$ cat config.mk
export PLATFORM = sky130hd
export DESIGN_NAME = morph_filter_3x3_flat
export DESIGN_NICKNAME = d
export VERILOG_FILES = /design/src/rtl/morph_pkg.sv /design/src/rtl/morph_filter_3x3_if.sv /design/src/rtl/morph_minmax3.sv /design/src/rtl/morph_filter_3x3.sv /design/src/flat_wrapper.sv
export SDC_FILE = /design/constraint.sdc
export NUM_CORES = 1
export LEC_CHECK = 0
export CAP_MARGIN = 20
export CORE_MARGIN = 2
export CORE_UTILIZATION = 55
export DETAILED_ROUTE_END_ITERATION = 12
export PLACE_DENSITY = 0.8
export REMOVE_ABC_BUFFERS = 1
export SLEW_MARGIN = 25
export SYNTH_ARGS = -nofsm -noshare
export SYNTH_HDL_FRONTEND = slang
export SYNTH_HIERARCHICAL = 1
export SYNTH_SLANG_ARGS = --single-unit
$ cat constraint.sdc
create_clock -name clock -period 3.95 [get_ports clock]
set_input_delay 0.9875 -clock clock [delete_from_list [all_inputs] [get_ports clock]]
set_output_delay 0.9875 -clock clock [all_outputs]
set_load 0.005 [all_outputs]
$ cat src/rtl/morph_pkg.sv
// rtl/morph_pkg.sv - shared constants for the 3x3 morphology filter
package morph_pkg;

    localparam logic MODE_ERODE  = 1'b0;
    localparam logic MODE_DILATE = 1'b1;
    localparam int   MORPH_LAT   = 2;

endpackage

$ cat src/rtl/morph_filter_3x3_if.sv
// rtl/morph_filter_3x3_if.sv - window-in / pixel-out bus of the 3x3 morphology filter
interface morph_filter_3x3_if #(
    parameter int N = 1
) ();

    logic         valid_in;
    logic [N-1:0] p00, p01, p02;
    logic [N-1:0] p10, p11, p12;
    logic [N-1:0] p20, p21, p22;
    logic [N-1:0] po;
    logic         valid_out;
    logic         eof;

    modport master (
        output valid_in,
        output p00, p01, p02, p10, p11, p12, p20, p21, p22,
        input  po, valid_out, eof
    );

    modport slave (
        input  valid_in,
        input  p00, p01, p02, p10, p11, p12, p20, p21, p22,
        output po, valid_out, eof
    );

endinterface

$ cat src/rtl/morph_minmax3.sv
// rtl/morph_minmax3.sv - combinational unsigned min (erode) / max (dilate) of three values
module morph_minmax3
    import morph_pkg::*;
#(
    parameter int N = 1
) (
    input  logic         sel,
    input  logic [N-1:0] a,
    input  logic [N-1:0] b,
    input  logic [N-1:0] c,
    output logic [N-1:0] y
);

    logic [N-1:0] w_ab;

    always_comb begin
        w_ab = a;
        y    = a;
        if (sel == MODE_DILATE) begin
            w_ab = (a > b) ? a : b;
            y    = (w_ab > c) ? w_ab : c;
        end else begin
            w_ab = (a < b) ? a : b;
            y    = (w_ab < c) ? w_ab : c;
        end
    end

endmodule

$ cat src/rtl/morph_filter_3x3.sv
// rtl/morph_filter_3x3.sv - 2-stage 3x3 erode/dilate filter; MORPH_BORDER_CLEAR_EN zeroes border pixels
module morph_filter_3x3
    import morph_pkg::*;
#(
    parameter int N   = 1,
    parameter int LAT = MORPH_LAT
) (
    input  logic              clock,
    input  logic              reset_n,
    input  logic [15:0]       width,
    input  logic [15:0]       height,
    input  logic              mode,
    morph_filter_3x3_if.slave bus
);

    if (LAT != MORPH_LAT) begin : g_lat_unsupported
        $error("morph_filter_3x3: only LAT=2 is supported");
    end

    logic [15:0]  r_col;
    logic [15:0]  r_row;
    logic         r_mode_q;

    logic         w_first;
    logic         w_mode;
    logic         w_col_last;
    logic         w_row_last;
    logic         w_border;
    logic         w_eof;

    logic [N-1:0] w_row0, w_row1, w_row2;
    logic [N-1:0] w_s2;
    logic [N-1:0] w_border_val;

    logic         r_s1_valid;
    logic [N-1:0] r_s1_row0, r_s1_row1, r_s1_row2;
    logic         r_s1_border;
    logic         r_s1_eof;
    logic         r_s1_mode;

    logic         r_valid_out;
    logic         r_eof;
    logic [N-1:0] r_po;

    // The first window of a frame uses the live mode input so back-to-back frames switch cleanly
    assign w_first    = (r_col == 16'd0) && (r_row == 16'd0);
    assign w_mode     = w_first ? mode : r_mode_q;
    assign w_col_last = (r_col == width - 16'd1);
    assign w_row_last = (r_row == height - 16'd1);
    assign w_border   = (r_col == 16'd0) || w_col_last || (r_row == 16'd0) || w_row_last ||
                        (width < 16'd3) || (height < 16'd3);
    assign w_eof      = w_col_last && w_row_last;

    always_ff @(posedge clock) begin
        if (!reset_n) begin
            r_col    <= 16'd0;
            r_row    <= 16'd0;
            r_mode_q <= MODE_ERODE;
        end else if (bus.valid_in) begin
            if (w_first) begin
                r_mode_q <= mode;
            end
            if (w_col_last) begin
                r_col <= 16'd0;
                r_row <= w_row_last ? 16'd0 : r_row + 16'd1;
            end else begin
                r_col <= r_col + 16'd1;
            end
        end
    end

    morph_minmax3 #(.N(N)) u_row0 (.sel(w_mode), .a(bus.p00), .b(bus.p01), .c(bus.p02), .y(w_row0));
    morph_minmax3 #(.N(N)) u_row1 (.sel(w_mode), .a(bus.p10), .b(bus.p11), .c(bus.p12), .y(w_row1));
    morph_minmax3 #(.N(N)) u_row2 (.sel(w_mode), .a(bus.p20), .b(bus.p21), .c(bus.p22), .y(w_row2));

    always_ff @(posedge clock) begin
        if (!reset_n) begin
            r_s1_valid  <= 1'b0;
            r_s1_row0   <= '0;
            r_s1_row1   <= '0;
            r_s1_row2   <= '0;
            r_s1_border <= 1'b0;
            r_s1_eof    <= 1'b0;
            r_s1_mode   <= MODE_ERODE;
        end else begin
            r_s1_valid  <= bus.valid_in;
            r_s1_row0   <= w_row0;
            r_s1_row1   <= w_row1;
            r_s1_row2   <= w_row2;
            r_s1_border <= w_border;
            r_s1_eof    <= bus.valid_in && w_eof;
            r_s1_mode   <= w_mode;
        end
    end

`ifdef MORPH_BORDER_CLEAR_EN
    assign w_border_val = '0;
`else
    logic [N-1:0] r_s1_p11;

    always_ff @(posedge clock) begin
        if (!reset_n) begin
            r_s1_p11 <= '0;
        end else begin
            r_s1_p11 <= bus.p11;
        end
    end

    assign w_border_val = r_s1_p11;
`endif

    morph_minmax3 #(.N(N)) u_col (.sel(r_s1_mode), .a(r_s1_row0), .b(r_s1_row1), .c(r_s1_row2), .y(w_s2));

    always_ff @(posedge clock) begin
        if (!reset_n) begin
            r_valid_out <= 1'b0;
            r_eof       <= 1'b0;
            r_po        <= '0;
        end else begin
            r_valid_out <= r_s1_valid;
            r_eof       <= r_s1_valid && r_s1_eof;
            if (r_s1_valid) begin
                r_po <= r_s1_border ? w_border_val : w_s2;
            end
        end
    end

    assign bus.po        = r_po;
    assign bus.valid_out = r_valid_out;
    assign bus.eof       = r_eof;

endmodule

$ cat src/flat_wrapper.sv
// flat-port wrapper written by rule: the top's interface ports become plain ports
module morph_filter_3x3_flat import morph_pkg::*;
#(
    parameter int N   = 1,
    parameter int LAT = MORPH_LAT
)
  (clock, reset_n, width, height, mode, bus_valid_in, bus_p00, bus_p01, bus_p02, bus_p10, bus_p11, bus_p12, bus_p20, bus_p21, bus_p22, bus_po, bus_valid_out, bus_eof);
  morph_filter_3x3_if #(.N(N)) bus_i ();
  input  logic clock;
  input  logic reset_n;
  input  logic [15:0] width;
  input  logic [15:0] height;
  input  logic mode;
  input wire logic [$bits(bus_i.valid_in)-1:0] bus_valid_in;
  input wire logic [$bits(bus_i.p00)-1:0] bus_p00;
  input wire logic [$bits(bus_i.p01)-1:0] bus_p01;
  input wire logic [$bits(bus_i.p02)-1:0] bus_p02;
  input wire logic [$bits(bus_i.p10)-1:0] bus_p10;
  input wire logic [$bits(bus_i.p11)-1:0] bus_p11;
  input wire logic [$bits(bus_i.p12)-1:0] bus_p12;
  input wire logic [$bits(bus_i.p20)-1:0] bus_p20;
  input wire logic [$bits(bus_i.p21)-1:0] bus_p21;
  input wire logic [$bits(bus_i.p22)-1:0] bus_p22;
  output wire logic [$bits(bus_i.po)-1:0] bus_po;
  output wire logic [$bits(bus_i.valid_out)-1:0] bus_valid_out;
  output wire logic [$bits(bus_i.eof)-1:0] bus_eof;
  assign bus_i.valid_in = bus_valid_in;
  assign bus_i.p00 = bus_p00;
  assign bus_i.p01 = bus_p01;
  assign bus_i.p02 = bus_p02;
  assign bus_i.p10 = bus_p10;
  assign bus_i.p11 = bus_p11;
  assign bus_i.p12 = bus_p12;
  assign bus_i.p20 = bus_p20;
  assign bus_i.p21 = bus_p21;
  assign bus_i.p22 = bus_p22;
  assign bus_po = bus_i.po;
  assign bus_valid_out = bus_i.valid_out;
  assign bus_eof = bus_i.eof;
  morph_filter_3x3 #(.N(N), .LAT(LAT)) u_core (.clock(clock), .reset_n(reset_n), .width(width), .height(height), .mode(mode), .bus(bus_i));
endmodule
# After elaboration in Yosys (flattened, before gate mapping)
# Index checks and enable logic that the tools add are counted.
dict set report op_classes {
  n_addsub 4
  magnitude_cmp 18
  eq_ne 2
  n_mux 24
  reduce_logical 12
}
# op count
set ops {}
lappend ops {{$add A16 B1 Y16 const B} 2}
lappend ops {{$eq A16 B16 Y1} 2}
lappend ops {{$logic_not A16 Y1} 2}
lappend ops {{$lt A16 B2 Y1 const B} 2}
lappend ops {{$mux W16} 2}
lappend ops {{$sub A16 B1 Y16 const B} 2}
lappend ops {{$mux W1} 22}
lappend ops {{$gt A1 B1 Y1} 8}
lappend ops {{$lt A1 B1 Y1} 8}
lappend ops {{$logic_or A1 B1 Y1} 5}
lappend ops {{$logic_and A1 B1 Y1} 4}
lappend ops {{$reduce_and A2 Y1} 1}
dict set report word_totals {
  register_bits 44
  in_bits 45
}

# Depth between registers and ports, before layout
# Gate-level depths: netlist of run 1.
dict set report logic_depth {
  word_depth 7
  ltp_mapped 11
}

# Cells and area by module
# The synthesis of run 1 kept the hierarchy.
# module instances cells_each area_per_inst_um2 seq_area_each_um2
set modules_own_cells {}
lappend modules_own_cells {morph_filter_3x3 1 416 3289.4 880.8}
lappend modules_own_cells {morph_minmax3 4 4 18.8 0.0}

# Worst setup path before layout of run 1
# No wires, ideal clock.
dict set report synth_timing {
  path_kind {input-to-reg}
  startpoint {in width[9]}
  endpoint {reg u_core.r_row[10]}
  arrival_time_ps 3450
  path_slack_ps 375
  stages 10
  path_buffers 3
  path_cell_list {buf_2 > or4_4 > buf_6 > nor4_1 > xnor2_1 > nand4b_1 > or4b_1 > o31ai_1 > buf_2 > a21oi_1}
}
dict set report synth_between {
  elab_chain_len 3
}
# item line
set synth_lines {}
lappend synth_lines {{start, declared} flat_wrapper.sv:11} ;# input logic [15:0] width;
lappend synth_lines {{$sub A16 B1 Y16} morph_filter_3x3.sv:48} ;# assign w_col_last = (r_col == width - 16'd1);
lappend synth_lines {{$eq A16 B16 Y1} morph_filter_3x3.sv:48}
lappend synth_lines {{$reduce_and A2 Y1 (no line)} -}
lappend synth_lines {{end signal, assigned} morph_filter_3x3.sv:65} ;# r_row <= w_row_last ? 16'd0 : r_row + 16'd1;
lappend synth_lines {{end, declared} morph_filter_3x3.sv:21} ;# logic [15:0] r_row;
# Every way passes these cells.
# A chain may end at the register's enable or synchronous reset.

# Final worst setup path of run 1
dict set report layout_timing {
  startpoint {in width[0]}
  endpoint {reg u_core.r_row[8]}
}
# The elaborated chain is that of the path after synthesis.

==> results of run 1 <==
==> final timing paths <==
path	to	depth (start not counted)	slack, ns	startpoint
setup / recovery	u_core/r_row[8]	11	0.22	width[0]
hold / removal	u_core/bus.eof	1	0.47	u_core/r_s1_eof
setup reg to reg	u_core/r_row[8]	8	1.26	u_core/r_col[9]
hold reg to reg	u_core/bus.eof	1	0.47	u_core/r_s1_eof
==> cells in the final DEF (no fill, tap or decap), types with 5 or more instances in the layout <==
cell type	n
buf_4	28
o21ai_0	9
or3_1	6
a2111oi_0	5
o21ai_1	8
nor2_1	32
xnor2_1	22
o211ai_1	8
nand2_1	21
and3_1	10
nor3_1	14
clkbuf_8	5
dfxtp_1	44
o31ai_1	10
nor2b_1	5
clkdlybuf4s50_1	47
and2_1	5
or4_1	10
xor2_1	33
ha_1	8
a21oi_1	30
nand4_1	15
nand3_1	17
nor4_1	14
inv_1	20
==> per-stage QoR <==
step | std cells | power (W) | util [%] | hold slack, ns
after floorplan | 405 | 0.000560 | - | 0.437
after global placement | 555 | 0.000665 | 67.9 | 0.445
after detailed placement | 555 | 0.000670 | 67.9 | 0.454
after CTS | 563 | 0.00102 | 69.8 | 0.474
after global routing | 563 | 0.00105 | 69.8 | 0.496
final | 563 | 0.00101 | 69.8 | 0.471
==> cell families after synthesis <==
family,Yosys count,synth area share (%)
adder cells (fa/ha/maj),8,2.98
AO/OA/AOI/OAI,98,19.2
AND/OR/NAND/NOR,176,30.5
multiplexers,3,0.893
XOR/XNOR,55,14.3
buffers and inverters,48,5.95
flip-flops,44,26.2
==> critical path: stages <==
cell and delay (ns):
clkdlybuf4s50_1 0.42, inv_1 0.06, ha_1 0.15, or4b_2 0.59, nor4_1 0.30, xnor2_1 0.18, nand4b_1 0.16, or4b_1 0.52
o31ai_1 0.25, buf_4 0.22, a21oi_1 0.06
==> routing by layer <==
layer / share of wire [%] / GRT usage [%] / vias to the layer above
met2: 49 / 46.9 / 121
met1: 43 / 31.8 / 1626
met3: 6.1 / 3.59 / 16
li1: - / - / 1700
met5: 0 / 0 / -
met4: 1.4 / 8.33 / 0
==> power by group through the flow <==
stage                     Clock (W)  Sequential [W]  Combinational (W)
after floorplan                   0        0.000469          0.0000910
after global placement            0        0.000471           0.000194
after detailed placement          0        0.000471           0.000199
after CTS                  0.000356        0.000461           0.000200
after global routing       0.000371        0.000462           0.000220
final                      0.000349        0.000461           0.000202
==> cell type report <==
type                       instances  area, µm²  share of cell area [%]
inverter                          21       78.8                    1.91
clock inverter                     3       46.3                    1.12
multi-input combinational        340       2280                    55.3
tap                               75       93.8                    2.27
timing repair buffer              75        681                    16.5
clock buffer                       5       68.8                    1.67
sequential                        44        881                    21.3
==> reports/results.txt, run 1 <==
Layout fillers -> 526
Net switching fraction of the power -> 26.0%
CP required -> 4.13 ns
Overall routing resource usage -> 26.1%
Htree depth -> 2
Share of cells above drive strength 1 -> 9.63%
Die width -> 82.2 µm
Seq/Total Area, Yosys -> 26.2%
First DRT Iteration DRCs -> 323
Synth Cell Area -> 3360 µm²
Area leader, netlist -> dfxtp_1
Largest net degree at the start of global routing -> 21
Clock skew -> 0.00275 ns
Ys async rst share -> 0%
DIE AREA -> 6760 µm²
Initial Utilization -> 56.8%
Worst skew pair latency -> 0.29 ns
Crit path time final -> 3.73 ns
Worst hold path type -> reg2reg
Ports -> 48
Most area-consuming cells after synthesis -> dfxtp_1, xor2_1, xnor2_1
Leakage -> 1.51 nW
Layout Nets -> 540
Core area -> 5920 µm²
Fin crit share -> 94.4%
Worst-Margin Slew -> 0.556 ns
CTS max path bufs -> 2
Vias in the first global route -> 3238
Peak fanout along the critical path -> 11
Fmax achieved -> 268 MHz
Global route overflow -> 0
Post-place setup slack -> -0.0659 ns
Final Hold Fails -> 0
Placer Congestion -> 0.858
Number of vias per cell -> 6.15
Port buffer count -> 47
Clock share of power -> 34.5%
Sequential cell fraction of total power -> 45.6%
Hold Buf Count CTS -> 0
RSZ-0062 raised after global routing -> false
Outcome -> complete, no violations
Power Density -> 245 nW/µm²
Final setup viols -> 0
Layout area overhead -> 22.8%
Comb power frac -> 19.9%
CP endpoint kind -> register
N_diodes -> 0
Gate Count Post-Synth -> 432
Synth warn -> 6
Clock root cell -> clkbuf_8
First-pass GRT wire length -> 14.1 mm
Rel. slew slack -> 62.7%
Routed len/inst -> 15.5 µm
CTS resizes -> 0
Library cells used by synthesis -> 60
Drt drc -> 0
Post-synthesis register bit count -> 44
1st-pass router iterations -> 4
Initial antenna violation count -> 0
Dpl hpwl -> 6.71 mm
Max-slew violations -> 0
VDD IR max -> 0.190 mV
Crit start category -> input pin
Placement Cell Area -> 4020 µm²
Switch Pwr -> 0.000263 W
# rows -> 28
Setup bufs post-CTS -> 0
CTS Buf Count -> 5
Design Area, Final -> 4130 µm²
Syn Area/Cell -> 7.79 µm²
Final WL -> 8.70 mm
Synth Flop Type -> dfxtp_1
EDFF count, synth -> 0
Synth cell count leaders -> dfxtp_1, xor2_1, nor2_1
CP arrival -> 3.90 ns
CP Class -> in2reg
Total of max-cap violations -> 0
Count leader, synth -> dfxtp_1
Die Y -> 82.2 µm
Worst setup margin -> 0.223 ns
Top-area cell type share of the netlist area -> 26.2%
Worst-path clk slew -> 0.08 ns
CTS tree -> built
Fin Setup TNS -> 0 ns
Final ANT Viol Nets -> 0
Clock sinks -> 44
Vias -> 3463
Biggest regs -> u_core/r_col x16, u_core/r_row x16
Int Power -> 0.000748 W
Note: power is estimated with default switching activity, not from simulation.
==> inputs of run 2 (changes only) <==
Settings changed: RECOVER_POWER set to 100.
==> reports/results.txt, run 2 (synthesis gave the netlist of run 1 again) <==
Max-slew violations -> 0
Peak fanout along the critical path -> 6
Die Y -> 82.2 µm
Fin Setup TNS -> 0 ns
Share of cells above drive strength 1 -> 9.02%
CTS max path bufs -> 2
First-pass GRT wire length -> 14.1 mm
Most common cell after layout, fill and taps aside -> dfxtp_1
Vias in the first global route -> 3238
Rel. slew slack -> 50.4%
FF-to-FF path depth -> 8
Initial Utilization -> 56.8%
Final ANT Viol Nets -> 0
Int Power -> 0.000746 W
DIE AREA -> 6760 µm²
Fmax achieved -> 270 MHz
Switch Pwr -> 0.000264 W
First DRT Iteration DRCs -> 324
Initial antenna violation count -> 0
Placer Congestion -> 0.858
Biggest regs -> u_core/r_col x16, u_core/r_row x16
CP endpoint kind -> register
Die width -> 82.2 µm
N_diodes -> 0
Leakage -> 1.50 nW
CP Class -> in2reg
Vias -> 3477
Clock skew -> 0.00437 ns
Layout Nets -> 540
Clock share of power -> 34.7%
Net switching fraction of the power -> 26.2%
Hold Buf Count CTS -> 0
1st-pass router iterations -> 4
Worst skew pair latency -> 0.29 ns
VDD IR max -> 0.190 mV
Outcome -> complete, no violations
Port buffer count -> 47
Worst hold path type -> reg2reg
Final setup viols -> 0
# rows -> 28
Ports -> 48
Fin crit share -> 93.8%
Crit path time final -> 3.70 ns
Hold Crit Depth -> 1
CP arrival -> 3.89 ns
Clock sinks -> 44
Worst-path clk slew -> 0.08 ns
Overall routing resource usage -> 26.1%
Routed len/inst -> 15.4 µm
Comb power frac -> 19.7%
CTS Buf Count -> 5
Global route overflow -> 0
Total Power -> 0.00101 W
Layout area overhead -> 22.4%
Power Density -> 245 nW/µm²
Final Hold Fails -> 0
Crit start category -> input pin
Setup bufs post-CTS -> 0
Core area -> 5920 µm²
Number of vias per cell -> 6.18
Largest net degree at the start of global routing -> 21
Total of max-cap violations -> 0
Final WL -> 8.66 mm
CP required -> 4.14 ns
Htree depth -> 2
Worst-Margin Slew -> 0.744 ns
RSZ-0062 raised after global routing -> false
Clock root cell -> clkbuf_8
Commonest non-fill, non-tap cells in the layout -> dfxtp_1, clkdlybuf4s50_1, xor2_1
Drt drc -> 0
CTS tree -> built
Dpl hpwl -> 6.71 mm
Sequential cell fraction of total power -> 45.6%
CTS resizes -> 0
[run 2: final timing paths]
check / startpoint / endpoint / slack [ns]
max: width[0] / u_core/r_col[1] / 0.25
min: u_core/r_s1_eof / u_core/bus.eof / 0.47
max reg2reg: u_core/r_col[9] / u_core/r_row[8] / 1.23
min reg2reg: u_core/r_s1_eof / u_core/bus.eof / 0.47
[run 2: metrics by stage]
step / hold WS [ns] / setup WS (ns) / util (%) / instance area (µm²) / cells
floorplan: 0.437 / 0.102 / - / 3240 / 405
global placement: 0.445 / 0.0715 / 67.9 / 4020 / 555
detailed placement: 0.454 / -0.0659 / 67.9 / 4020 / 555
CTS: 0.474 / 0.252 / 69.8 / 4130 / 563
global route: 0.496 / 0.0598 / 69.5 / 4120 / 563
finish: 0.471 / 0.247 / 69.5 / 4120 / 563
[run 2: area by class of cell]
| class | count | area, µm² |
|---|---|---|
| multi-input cells | 340 | 2280 |
| fillers | 526 | 1800 |
| flip-flops and latches | 44 | 881 |
| repair buffers | 75 | 664 |
| well taps | 75 | 93.8 |
| inverters | 21 | 78.8 |
| clock buffers | 5 | 68.8 |
| clock inverters | 3 | 46.3 |
[run 2: power groups by stage]
stage               registers, W  logic [W]  clock network, W
floorplan               0.000469  0.0000910                 0
global route            0.000462   0.000218          0.000371
finish                  0.000461   0.000199          0.000350
detailed placement      0.000471   0.000199                 0
CTS                     0.000461   0.000200          0.000356
global placement        0.000471   0.000194                 0
[run 2: layer usage]
metal  global-route usage [%]  part of all wire (%)  wire, µm  vias up
li1                         -                     -         -     1702
met1                     31.8                    42      3680     1641
met2                     46.9                    50      4310      120
met3                     3.59                   6.5       560       14
met4                     8.33                   1.3       110        0
met5                        0                     0         0        -
[run 2: critical path, stage by stage]
cell,delay (ns)
clkdlybuf4s50_1,0.42
inv_1,0.06
ha_1,0.15
or4b_2,0.59
nor4_1,0.29
xnor2_1,0.18
nand4b_1,0.15
clkbuf_4,0.17
nor4b_2,0.28
clkbuf_1,0.30
a21oi_1,0.12
o21a_1,0.19
==> inputs of run 3 (changes only) <==
--- a/config.mk
+++ b/config.mk
@@ -8,3 +8,2 @@
 export CAP_MARGIN = 20
-export CORE_MARGIN = 2
 export CORE_UTILIZATION = 55
==> constraint.sdc (replaced) <==
create_clock -name clock -period 3.95 [get_ports clock]
set_input_delay 0.395 -clock clock [delete_from_list [all_inputs] [get_ports clock]]
set_output_delay 0.395 -clock clock [all_outputs]
set_load 0.005 [all_outputs]
==> reports/results.txt, run 3 (synthesis gave the netlist of run 1 again) <==
Outcome -> finished, violations left
Failing checks -> design-rule violations
Worst-Margin Slew -> 0.824 ns
Htree depth -> 2
Hold Crit Depth -> 1
Final Hold Fails -> 0
Initial antenna violation count -> 0
Layout Nets -> 522
Hold Crit Endpoint -> u_core/bus.eof
Routed len/inst -> 15.6 µm
Dpl hpwl -> 6.56 mm
CTS Buf Count -> 5
Fin crit share -> 88.8%
CP arrival -> 3.66 ns
Post-place setup slack -> 0.202 ns
Crit start category -> input pin
Initial Utilization -> 56.8%
Worst-path clk slew -> 0.08 ns
Leakage -> 1.41 nW
Worst hold path type -> reg2reg
1st-pass router iterations -> 8
Placement Cell Area -> 3880 µm²
Global-route met2 utilization -> 46.4%
Vias -> 3421
Fmax achieved -> 285 MHz
Final WL -> 8.49 mm
Clock share of power -> 30.1%
First-pass GRT wire length -> 13.7 mm
Worst reg-to-reg setup slack -> 0.94 ns
Global route overflow -> 0
Total Power -> 0.000926 W
Die Y -> 80.2 µm
Core area -> 5920 µm²
Final setup viols -> 0
Most common cell after layout, fill and taps aside -> dfxtp_1
DIE AREA -> 6430 µm²
Crit path time final -> 3.51 ns
Hold Buf Count CTS -> 0
Design Area, Final -> 3950 µm²
Int Power -> 0.000670 W
Busiest grt layer -> met2
Final non-filler cell total -> 545
Comb power frac -> 20.2%
Largest net degree at the start of global routing -> 20
Placer Congestion -> 0.882
Number of vias per cell -> 6.28
Die width -> 80.2 µm
R2R Path Start -> u_core/r_col[9]
M1 GR Usage -> 33.8%
N_diodes -> 0
Drt drc -> 1
# rows -> 28
Commonest non-fill, non-tap cells in the layout -> dfxtp_1, clkdlybuf4s50_1, xor2_1
CTS max path bufs -> 2
Share of cells above drive strength 1 -> 5.32%
Placed Cells -> 537
FF-to-FF End -> u_core/r_row[1]
Rel. slew slack -> 44.5%
Overall routing resource usage -> 26.9%
Power Density -> 234 nW/µm²
Max-slew violations -> 0
Clock skew -> 0.00678 ns
Met3 Use GR -> 3.41%
Vias in the first global route -> 3006
Total of max-cap violations -> 0
Biggest regs -> u_core/r_col x16, u_core/r_row x16
HP Start -> u_core/r_s1_eof
RSZ-0062 raised after global routing -> false
Clock root cell -> clkbuf_8
VDD IR max -> 0.198 mV
CP endpoint kind -> register
CTS resizes -> 0
Ports -> 48
Switch Pwr -> 0.000256 W
Worst skew pair latency -> 0.29 ns
First DRT Iteration DRCs -> 286
Fin Setup TNS -> 0 ns
Layout area overhead -> 17.5%
CTS tree -> built
Setup bufs post-CTS -> 0
Worst setup margin -> 0.441 ns
Clock sinks -> 44
Sequential cell fraction of total power -> 49.7%
Final ANT Viol Nets -> 0
FF-to-FF path depth -> 8
CP required -> 4.10 ns
Net switching fraction of the power -> 27.7%
CP Class -> in2reg
Port buffer count -> 47
Peak fanout along the critical path -> 16
-- run 3: stage by stage --
| stage | hold slack (ns) | utilization [%] |
|---|---|---|
| finish | 0.479 | 66.8 |
| global placement | 0.442 | 65.6 |
| floorplan | 0.437 | - |
| detailed placement | 0.466 | 65.6 |
| global route | 0.495 | 66.8 |
| CTS | 0.485 | 67.1 |
-- run 3: worst max-delay path, cell delays in order --
cell             delay, ns
clkdlybuf4s50_1       0.47
inv_1                 0.08
ha_1                  0.19
nor3b_1               0.62
o2bb2ai_1             0.19
o41ai_1               0.12
nor4b_1               0.32
nand4_1               0.35
nand2_1               0.16
clkbuf_1              0.60
o22ai_1               0.15
-- run 3: layout make-up --
cell class                 count  area (µm²)
inverter                      21        78.8
tap                           75        93.8
clock buffer                   5        68.8
clock inverter                 3        18.8
sequential                    44         881
multi-input combinational    340        2280
fill                         518        1970
timing repair buffer          57         534
-- run 3: power groups by stage --
stage               clock network, W  logic [W]  registers, W
global route                0.000306   0.000204      0.000463
CTS                         0.000285   0.000188      0.000460
detailed placement                 0   0.000187      0.000471
floorplan                          0  0.0000910      0.000469
global placement                   0   0.000183      0.000471
finish                      0.000278   0.000187      0.000461
-- run 3: metal layers --
layer | up-vias | share of wire, %
li1 | 1668 | -
met1 | 1638 | 45
met2 | 101 | 49
met3 | 14 | 4.2
met4 | 0 | 1.7
met5 | - | 0
-- run 3: worst max path at each step --
stage | from | end | slack [ns]
2_1_floorplan | width[0] | u_core/r_row[10] | 0.69
3_3_place_gp | width[1] | u_core/r_row[9] | 0.29
3_5_place_dp | width[1] | u_core/r_row[12] | 0.20
4_1_cts | width[1] | u_core/r_row[12] | 0.51
5_1_grt | width[1] | u_core/r_col[9] | 0.18
6_report | width[1] | u_core/r_row[1] | 0.44
==> RTL change, RTL diff (settings of run 2) <==
Add a define of `MORPH_BORDER_CLEAR_EN`.
--- a/src/rtl/morph_filter_3x3.sv
+++ b/src/rtl/morph_filter_3x3.sv
@@ -1,2 +1,4 @@
 // rtl/morph_filter_3x3.sv - 2-stage 3x3 erode/dilate filter; MORPH_BORDER_CLEAR_EN zeroes border pixels
+`define MORPH_BORDER_CLEAR_EN
+
 module morph_filter_3x3
Formal check against the unedited RTL: not equivalent (a bounded check fails within 4 cycles, from zero or initial values and one cycle with reset_n low).
==> RTL change against run 2 <==
  * Critical path depth is 3 lower
  * First-iteration DRC count decreased by 53%
  * Power is 7.3% lower
  * Count of clock-buffer cells in the layout unchanged
  * Sequential cell count is 1 lower
  * Synthesized area down 1.4%
  * Register-to-register slack worse by 100 ps
  * Wire length decreased by 1.1%
  * Setup slack got worse by 57 ps
  * Final area rose by 1.6%
==> RTL change: results <==
[run_status]
outcome = complete, no violations

[route]
vias_per_cell = 5.99
drt_iter0_drc = 151
totalWireLength_um = 8560

[setup_path]
slowest_stage = or4_1
r2r_slack_ps = 1130
worstPathArrival_ps = 3990
cp_max_fo = 12

[yosys]
synth_cells = 424
synth_area_leaders = dfxtp_1 26%, xor2_1 6.9%, xnor2_1 6.3%
yosys-top-cells-count = 43 x dfxtp_1, 27 x nor2_1, 26 x a21oi_1, 26 x xor2_1
synth_cell_types = 64
synth_xor_area_frac = 0.139
yosysSeqAreaShare = 0.260

[pwr]
peakVddDrop_uv = 185
power_switching_mw = 0.260

[placed_design]
placedCellCount = 563
gp_congestion = 0.866
place_ws_ps = -116
place_hpwl_um = 6730

[sta]
whs_ps = 490
skew_ps = 8.73

[cells_and_area]
drive_gt1_frac = 0.121
layoutNonFillerInstCount = 571

[global_route]
grt_pass1_vias = 3237

[clock_tree]
insertion_delay_ps = 300
## RTL change: changes by cell type after synthesis, moves of 5 or more
cell / run 2 / this run
a21boi_0: 0 / 5
nor2_1: 32 / 27
nand2b_1: 2 / 9
nand3b_1: 1 / 6
o31ai_1: 10 / 4
xor2_1: 33 / 26
clkbuf_1: 21 / 15
## RTL change: power groups by stage
stage	sequential (mW)	clock, mW	combinational, mW
global route	0.451	0.308	0.220
floorplan	0.458	0	0.0891
detailed placement	0.459	0	0.201
global placement	0.459	0	0.195
CTS	0.449	0.293	0.202
finish	0.449	0.286	0.201
## RTL change: final timing paths
path,startpoint,to,depth (start not counted)
worst max-delay path,width[1],u_core/r_row[6],9
worst min-delay path,u_core/r_s1_eof,u_core/bus.eof,1
worst max register to register,u_core/r_col[12],u_core/r_row[6],8
worst min register to register,u_core/r_s1_eof,u_core/bus.eof,1
## RTL change: stage by stage
stage | area (um^2) | util | power, mW | TNS, ps
after floorplan | 3230 | - | 0.547 | -652
after global placement | 4100 | 0.697 | 0.654 | -155
after detailed placement | 4100 | 0.697 | 0.660 | -881
after CTS | 4190 | 0.713 | 0.944 | 0
after global routing | 4180 | 0.711 | 0.979 | 0
final | 4180 | 0.711 | 0.937 | 0
## RTL change: layer usage
| metal | wire length, um | global-route usage |
|---|---|---|
| met5 | 0 | 0 |
| met4 | 295 | 0.118 |
| met3 | 449 | 0.0385 |
| met2 | 4310 | 0.494 |
| met1 | 3500 | 0.301 |
## RTL change: layout make-up
| cell class | instances | area (um^2) |
|---|---|---|
| multi-input combinational | 339 | 2290 |
| fill | 504 | 1700 |
| sequential | 43 | 861 |
| timing repair buffer | 84 | 762 |
| tap | 75 | 93.8 |
| inverter | 22 | 82.6 |
| clock buffer | 5 | 68.8 |
| clock inverter | 3 | 25.0 |
